File: src/rtl/bloom_pkg.sv
// Shared encodings, FSM states and the default hash coefficients for the
// Wordle dictionary Bloom filter.
package bloom_pkg;

    localparam logic [1:0] OP_QUERY  = 2'b00;
    localparam logic [1:0] OP_INSERT = 2'b01;
    localparam logic [1:0] OP_CLEAR  = 2'b10;
    localparam logic [1:0] OP_RSVD   = 2'b11;

    typedef enum logic [1:0] {
        IDLE  = 2'd0,
        HASH  = 2'd1,
        CLEAR = 2'd2,
        RESP  = 2'd3
    } state_t;

    // Coefficient (hash i, letter j) sits at [(i*5+j)*8 +: 8]; hash 0 letter 0 is the LSB byte.
    localparam logic [79:0] DEF_HASH_PARAMS = {
        8'h77, 8'hdc, 8'h77, 8'hfa, 8'hb6,
        8'hf4, 8'hf9, 8'h85, 8'hc5, 8'he6
    };

endpackage

File: src/rtl/bloom_hash.sv
// Combinational linear hash: index = sum_j coef[k][j] * letter_j, modulo FILTER_BITS.
module bloom_hash #(
    parameter int LETTERS     = 5,
    parameter int LETTER_W    = 5,
    parameter int NUM_HASH    = 2,
    parameter int FILTER_BITS = 256,
    parameter logic [NUM_HASH*LETTERS*$clog2(FILTER_BITS)-1:0] HASH_PARAMS = '0
) (
    input  logic [LETTERS*LETTER_W-1:0]                      i_word,
    input  logic [((NUM_HASH > 1) ? $clog2(NUM_HASH) : 1)-1:0] i_k,
    output logic [$clog2(FILTER_BITS)-1:0]                   o_idx
);

    localparam int IDX_W = $clog2(FILTER_BITS);

    logic [NUM_HASH-1:0][IDX_W-1:0] w_idx_all;

    for (genvar gi = 0; gi < NUM_HASH; gi++) begin : g_hash
        logic [IDX_W-1:0] w_sum;
        always_comb begin
            w_sum = '0;
            for (int j = 0; j < LETTERS; j++) begin
                w_sum = w_sum + HASH_PARAMS[(gi*LETTERS+j)*IDX_W +: IDX_W]
                              * IDX_W'(i_word[LETTER_W*j +: LETTER_W]);
            end
        end
        assign w_idx_all[gi] = w_sum;
    end

    assign o_idx = w_idx_all[i_k];

endmodule

File: src/rtl/bloom_filter_seq.sv
// Writable Bloom-filter membership store: one hash per clock against a
// register filter, with query/insert/clear via a valid/ready request port.
module bloom_filter_seq
    import bloom_pkg::*;
#(
    parameter int LETTERS     = 5,
    parameter int LETTER_W    = 5,
    parameter int NUM_HASH    = 2,
    parameter int FILTER_BITS = 256,
    parameter logic [NUM_HASH*LETTERS*$clog2(FILTER_BITS)-1:0] HASH_PARAMS = DEF_HASH_PARAMS,
    parameter logic [FILTER_BITS-1:0] INIT_FILTER = '0
) (
    input  logic                          clk,
    input  logic                          rst,
    input  logic                          req_valid,
    output logic                          req_ready,
    input  logic [1:0]                    req_op,
    input  logic [LETTERS*LETTER_W-1:0]   req_word,
    output logic                          resp_valid,
    output logic                          resp_hit,
    output logic [15:0]                   insert_count
);

    localparam int IDX_W = $clog2(FILTER_BITS);
    localparam int K_W   = (NUM_HASH > 1) ? $clog2(NUM_HASH) : 1;
    localparam logic [K_W-1:0] K_LAST = K_W'(NUM_HASH - 1);

    state_t                        r_state;
    state_t                        w_next;
    logic [LETTERS*LETTER_W-1:0]   r_word;
    logic [1:0]                    r_op;
    logic [K_W-1:0]                r_k;
    logic                          r_acc;
    logic [FILTER_BITS-1:0]        r_filter;
    logic                          r_resp_valid;
    logic                          r_resp_hit;
    logic [15:0]                   r_count;
    logic [IDX_W-1:0]              w_idx;

    bloom_hash #(
        .LETTERS     (LETTERS),
        .LETTER_W    (LETTER_W),
        .NUM_HASH    (NUM_HASH),
        .FILTER_BITS (FILTER_BITS),
        .HASH_PARAMS (HASH_PARAMS)
    ) u_hash (
        .i_word (r_word),
        .i_k    (r_k),
        .o_idx  (w_idx)
    );

    always_ff @(posedge clk) begin
        if (rst) r_state <= IDLE;
        else     r_state <= w_next;
    end

    always_comb begin
        w_next = r_state;
        case (r_state)
            IDLE:    if (req_valid) w_next = (req_op == OP_CLEAR) ? CLEAR : HASH;
            HASH:    if (r_k == K_LAST) w_next = RESP;
            CLEAR:   w_next = RESP;
            RESP:    w_next = IDLE;
            default: w_next = IDLE;
        endcase
    end

    // Filter reads in HASH see writes from earlier hash cycles of the same insert.
    always_ff @(posedge clk) begin
        if (rst) begin
            r_filter     <= INIT_FILTER;
            r_word       <= '0;
            r_op         <= OP_QUERY;
            r_k          <= '0;
            r_acc        <= 1'b0;
            r_resp_valid <= 1'b0;
            r_resp_hit   <= 1'b0;
            r_count      <= '0;
        end else begin
            r_resp_valid <= (r_state == RESP);
            r_resp_hit   <= (r_state == RESP) & r_acc;
            case (r_state)
                IDLE: begin
                    if (req_valid) begin
                        r_word <= req_word;
                        r_op   <= req_op;
                        r_k    <= '0;
                        r_acc  <= 1'b1;
                    end
                end
                HASH: begin
                    r_acc <= r_acc & r_filter[w_idx];
                    if (r_op == OP_INSERT) r_filter[w_idx] <= 1'b1;
                    r_k <= r_k + 1'b1;
                end
                CLEAR: begin
                    r_filter <= '0;
                    r_acc    <= 1'b0;
                    r_count  <= '0;
                end
                RESP: begin
                    if (r_op == OP_INSERT && r_count != 16'hFFFF) r_count <= r_count + 16'd1;
                end
                default: ;
            endcase
        end
    end

    assign req_ready    = (r_state == IDLE);
    assign resp_valid   = r_resp_valid;
    assign resp_hit     = r_resp_hit;
    assign insert_count = r_count;

endmodule
File: config.mk
export PLATFORM = sky130hd
export DESIGN_NAME = bloom_filter_seq
export DESIGN_NICKNAME = d
export VERILOG_FILES = /design/src/rtl/bloom_pkg.sv /design/src/rtl/bloom_hash.sv /design/src/rtl/bloom_filter_seq.sv
export SDC_FILE = /design/constraint.sdc
export NUM_CORES = 1
export LEC_CHECK = 0
export CORE_ASPECT_RATIO = 0.9
export CORE_MARGIN = 2
export CORE_UTILIZATION = 39
export DETAILED_ROUTE_END_ITERATION = 6
export PLACE_DENSITY = 0.63
export SETUP_SLACK_MARGIN = 0.1
export SKIP_LAST_GASP = 1
export SYNTH_ARGS = -nofsm -noshare
export SYNTH_HDL_FRONTEND = slang
export SYNTH_SLANG_ARGS = --single-unit
File: constraint.sdc
create_clock -name clk -period 8.3 [get_ports clk]
set_clock_uncertainty 0.1 [all_clocks]
set_input_delay 0.83 -clock clk [delete_from_list [all_inputs] [get_ports clk]]
set_output_delay 0.83 -clock clk [all_outputs]
set_load 0.01 [all_outputs]
==> impl_metrics.toml <==
[drt]
first_pass_iters = 7
vias = 14179
drtIter0Drc = 1421
wl_per_cell_um = 18.46
routed_wl_mm = 46.08
drc = 0
viasPerCell = 5.678
ant_nets = 0

[hold_path]
min_to = "r_op[1]$_SDFFE_PP0P_"
hp-start = "r_op[1]$_SDFFE_PP0P_"
holdPathStages = 2
hp-class = "reg -> reg"

[sta]
worst_pin_slew_ns = 1.224
fin_ws_ns = 0.7066
setup_viol = 0
min_period_ns = 7.593
maxSlewViolCount = 0
rsz0062_at_grt = "false"
relSlewSlack_pct = 18.40
finalSetupTns_ns = 0
fin_crit_sh_pct = 91.49
finalHoldViolCount = 0
fmax_mhz = 131.7

[global_routing]
grt_pass1_vias = 13666
grt_max_degree = 118
grt_pass1_wl_mm = 74.94
antenna_found_initial = 0
grt-ovfl-total = 0
track_usage_pct = 20.56

[synthesis]
synth_seq_cells = 305
syn-num-nets = 2149
synth_area_leaders = "dfxtp_1 (36%), a31oi_1 (10%), fa_1 (9.1%)"
syn_area_um2 = 16870
syn_avg_cell_area_um2 = 8.725
synth_edf_count = 0
synthCells = 1933
synth_top_area_cell = "dfxtp_1"
netlist.area_leader.share_pct = 36.20
synth_cell_types = 56
synth_warnings = 0
yosysSeqAreaShare_pct = 36.20
synth_common_cells = "nor2_1 (330), dfxtp_1 (305), a31oi_1 (272), nand2_1 (225), inv_1 (116)"
synth_flop_cell = "dfxtp_1"
async_reset_ff_share_pct = 0
yosysMostFrequentCell = "nor2_1"

[floorplan]
die_h_um = 201.3
pin_count = 49
start_util_pct = 39.42
die_w_um = 223.2
fp-row-count = 72
fp.coreArea_um2 = 42790
dieArea_um2 = 44930

[critical_path]
crit_chain = "inv_1, fa_1, inv_1, ha_1, inv_1, fa_1, inv_1, ha_1, xor2_1, fa_1, inv_1, fa_1, fa_1, fa_1, fa_1, inv_1, ha_1, a21oi_1, xnor3_1, xnor2_1, mux2_4, buf_4, a31oi_1, nor2_1"
worstReg2RegStart = "r_word[17]$_SDFFE_PP0P_"
worst-r2r-cell-count = 24
path_delay_family = "adder cells"
cp_data_arrival_time_ns = 7.94
cpMaxStageDelayCell = "fa_1"
path_buf_inv = 7
critPathLaunchType = "register"
critical-path-max-stage-delay_ns = 0.56
required_ns = 8.65
cpMostUsedCell = "fa_1"
rrSetupSlack_ns = 0.71
r2r-end = "r_filter[36]$_SDFFE_PP0P_"
path_max_fanout = 44
end_kind = "register"
path_class = "reg -> reg"

[clock_tree]
cts_hold_buf = 0
clkSinkCount = 305
h-tree-depth = 2
cts-resized-gates = 0
root_buffer = "clkbuf_16"
clockBufferDepth = 3
clk_pin_slew_ns = 0.06
clkLatencyLatePin_ns = 0.53
cts_tree = "built"
numCtsBuffers = 35
postCtsSetupRepairBufs = 0

[placed_design]
dpl.cell_count = 2436
hpwlAfterDp_mm = 30.14
gp_congestion = 0.8559
place_ws_ns = 0.7312
io_buffer_count = 48

[final_layout]
filler_cell_count = 4165
drive_above_1_share_pct = 6.025
stdcell_count = 2497
final_net_count = 2134
n_antenna_cell = 0
area_growth_pct = 11.19

[job]
maxCapViolations = 0

[outcome]
status = "complete, no violations"
==> kinds of logic after synthesis <==
kind of cell,synth area share [%]
simple gates,16.39
compound gates,14.29
flops,36.20
buf+inv,6.669
fa+ha+maj,17.23
xor+xnor,4.095
mux,5.126
==> per-stage QoR <==
stage                     area, um^2  utilization (%)  hold slack, ns
final                          18750            43.82          0.3609
after global routing           18750            43.82          0.3854
after CTS                      18750            43.82          0.3615
after detailed placement       17650            41.25          0.3534
after global placement         17650            41.25          0.3418
after floorplan                16870                -          0.3315
==> registers in the layout, indices dropped and copies added (netlist names), 2 cells and up <==
register and cells:
r_filter 256, r_word 25, insert_count 16, r_op 2
r_state 2
==> worst register-to-register path, stage by stage (launching register included) <==
cell and delay [ns]:
dfxtp_1 0.41, inv_1 0.11, fa_1 0.55, inv_1 0.04, ha_1 0.27, inv_1 0.05, fa_1 0.50, inv_1 0.04
ha_1 0.31, xor2_1 0.17, fa_1 0.51, inv_1 0.06, fa_1 0.49, fa_1 0.53, fa_1 0.44, fa_1 0.56
inv_1 0.04, ha_1 0.31, a21oi_1 0.15, xnor3_1 0.42, xnor2_1 0.29, mux2_4 0.56, buf_4 0.36, a31oi_1 0.12
nor2_1 0.13
==> per-layer routing <==
| metal | wire length, um | track usage, % | vias to the layer above |
|---|---|---|---|
| li1 | - | - | 6644 |
| met2 | 20830 | 32.73 | 524 |
| met5 | 0 | 0 | - |
| met4 | 1124 | 6.064 | 0 |
| met3 | 3294 | 3.198 | 84 |
| met1 | 20830 | 28.82 | 6927 |
==> layout by cell type, fill, tap and decap left out, drive strengths merged, types with 4 or more instances in the layout <==
| master | n |
|---|---|
| nand4 | 20 |
| mux4 | 15 |
| nor2b | 5 |
| clkinv | 5 |
| clkdlybuf4s50 | 47 |
| o21ai | 15 |
| mux2 | 7 |
| ha | 109 |
| clkbuf | 50 |
| a31oi | 272 |
| fa | 77 |
| a21o | 4 |
| inv | 118 |
| nand3 | 60 |
| xor2 | 18 |
| nor2 | 330 |
| a22oi | 4 |
| nand2 | 225 |
| nor3 | 7 |
| a21oi | 49 |
| mux2i | 44 |
| and2 | 5 |
| nand3b | 4 |
| xnor3 | 5 |
| nand2b | 11 |
| dfxtp | 305 |
| a32oi | 13 |
| buf | 31 |
| xnor2 | 48 |
==> worst max path at each step <==
| stage | startpoint | endpoint | slack (ns) | depth (start not counted) |
|---|---|---|---|---|
| 6_report | r_word[17]$_SDFFE_PP0P_ | r_filter[36]$_SDFFE_PP0P_ | 0.71 | 24 |
| 5_1_grt | r_word[17]$_SDFFE_PP0P_ | r_filter[36]$_SDFFE_PP0P_ | 0.32 | 24 |
| 4_1_cts | r_word[17]$_SDFFE_PP0P_ | r_filter[36]$_SDFFE_PP0P_ | 0.69 | 24 |
| 3_5_place_dp | r_word[17]$_SDFFE_PP0P_ | r_filter[36]$_SDFFE_PP0P_ | 0.73 | 24 |
| 3_3_place_gp | r_word[17]$_SDFFE_PP0P_ | r_filter[12]$_SDFFE_PP0P_ | 0.84 | 24 |
| 2_1_floorplan | r_word[17]$_SDFFE_PP0P_ | r_filter[112]$_SDFFE_PP0P_ | 1.50 | 25 |
==> layout make-up <==
type,count,area [um^2],area share (%)
Clock buffer,50,993.5,5.298
Clock inverter,11,106.4,0.5671
Inverter,116,435.4,2.322
Multi-Input combinational cell,1382,9704,51.75
Sequential cell,305,6106,32.56
Tap cell,555,694.4,3.703
Timing Repair Buffer,78,713.2,3.803
Power is not shown: default switching activity piles up to over one toggle a cycle in this logic, so the estimate is an artifact.
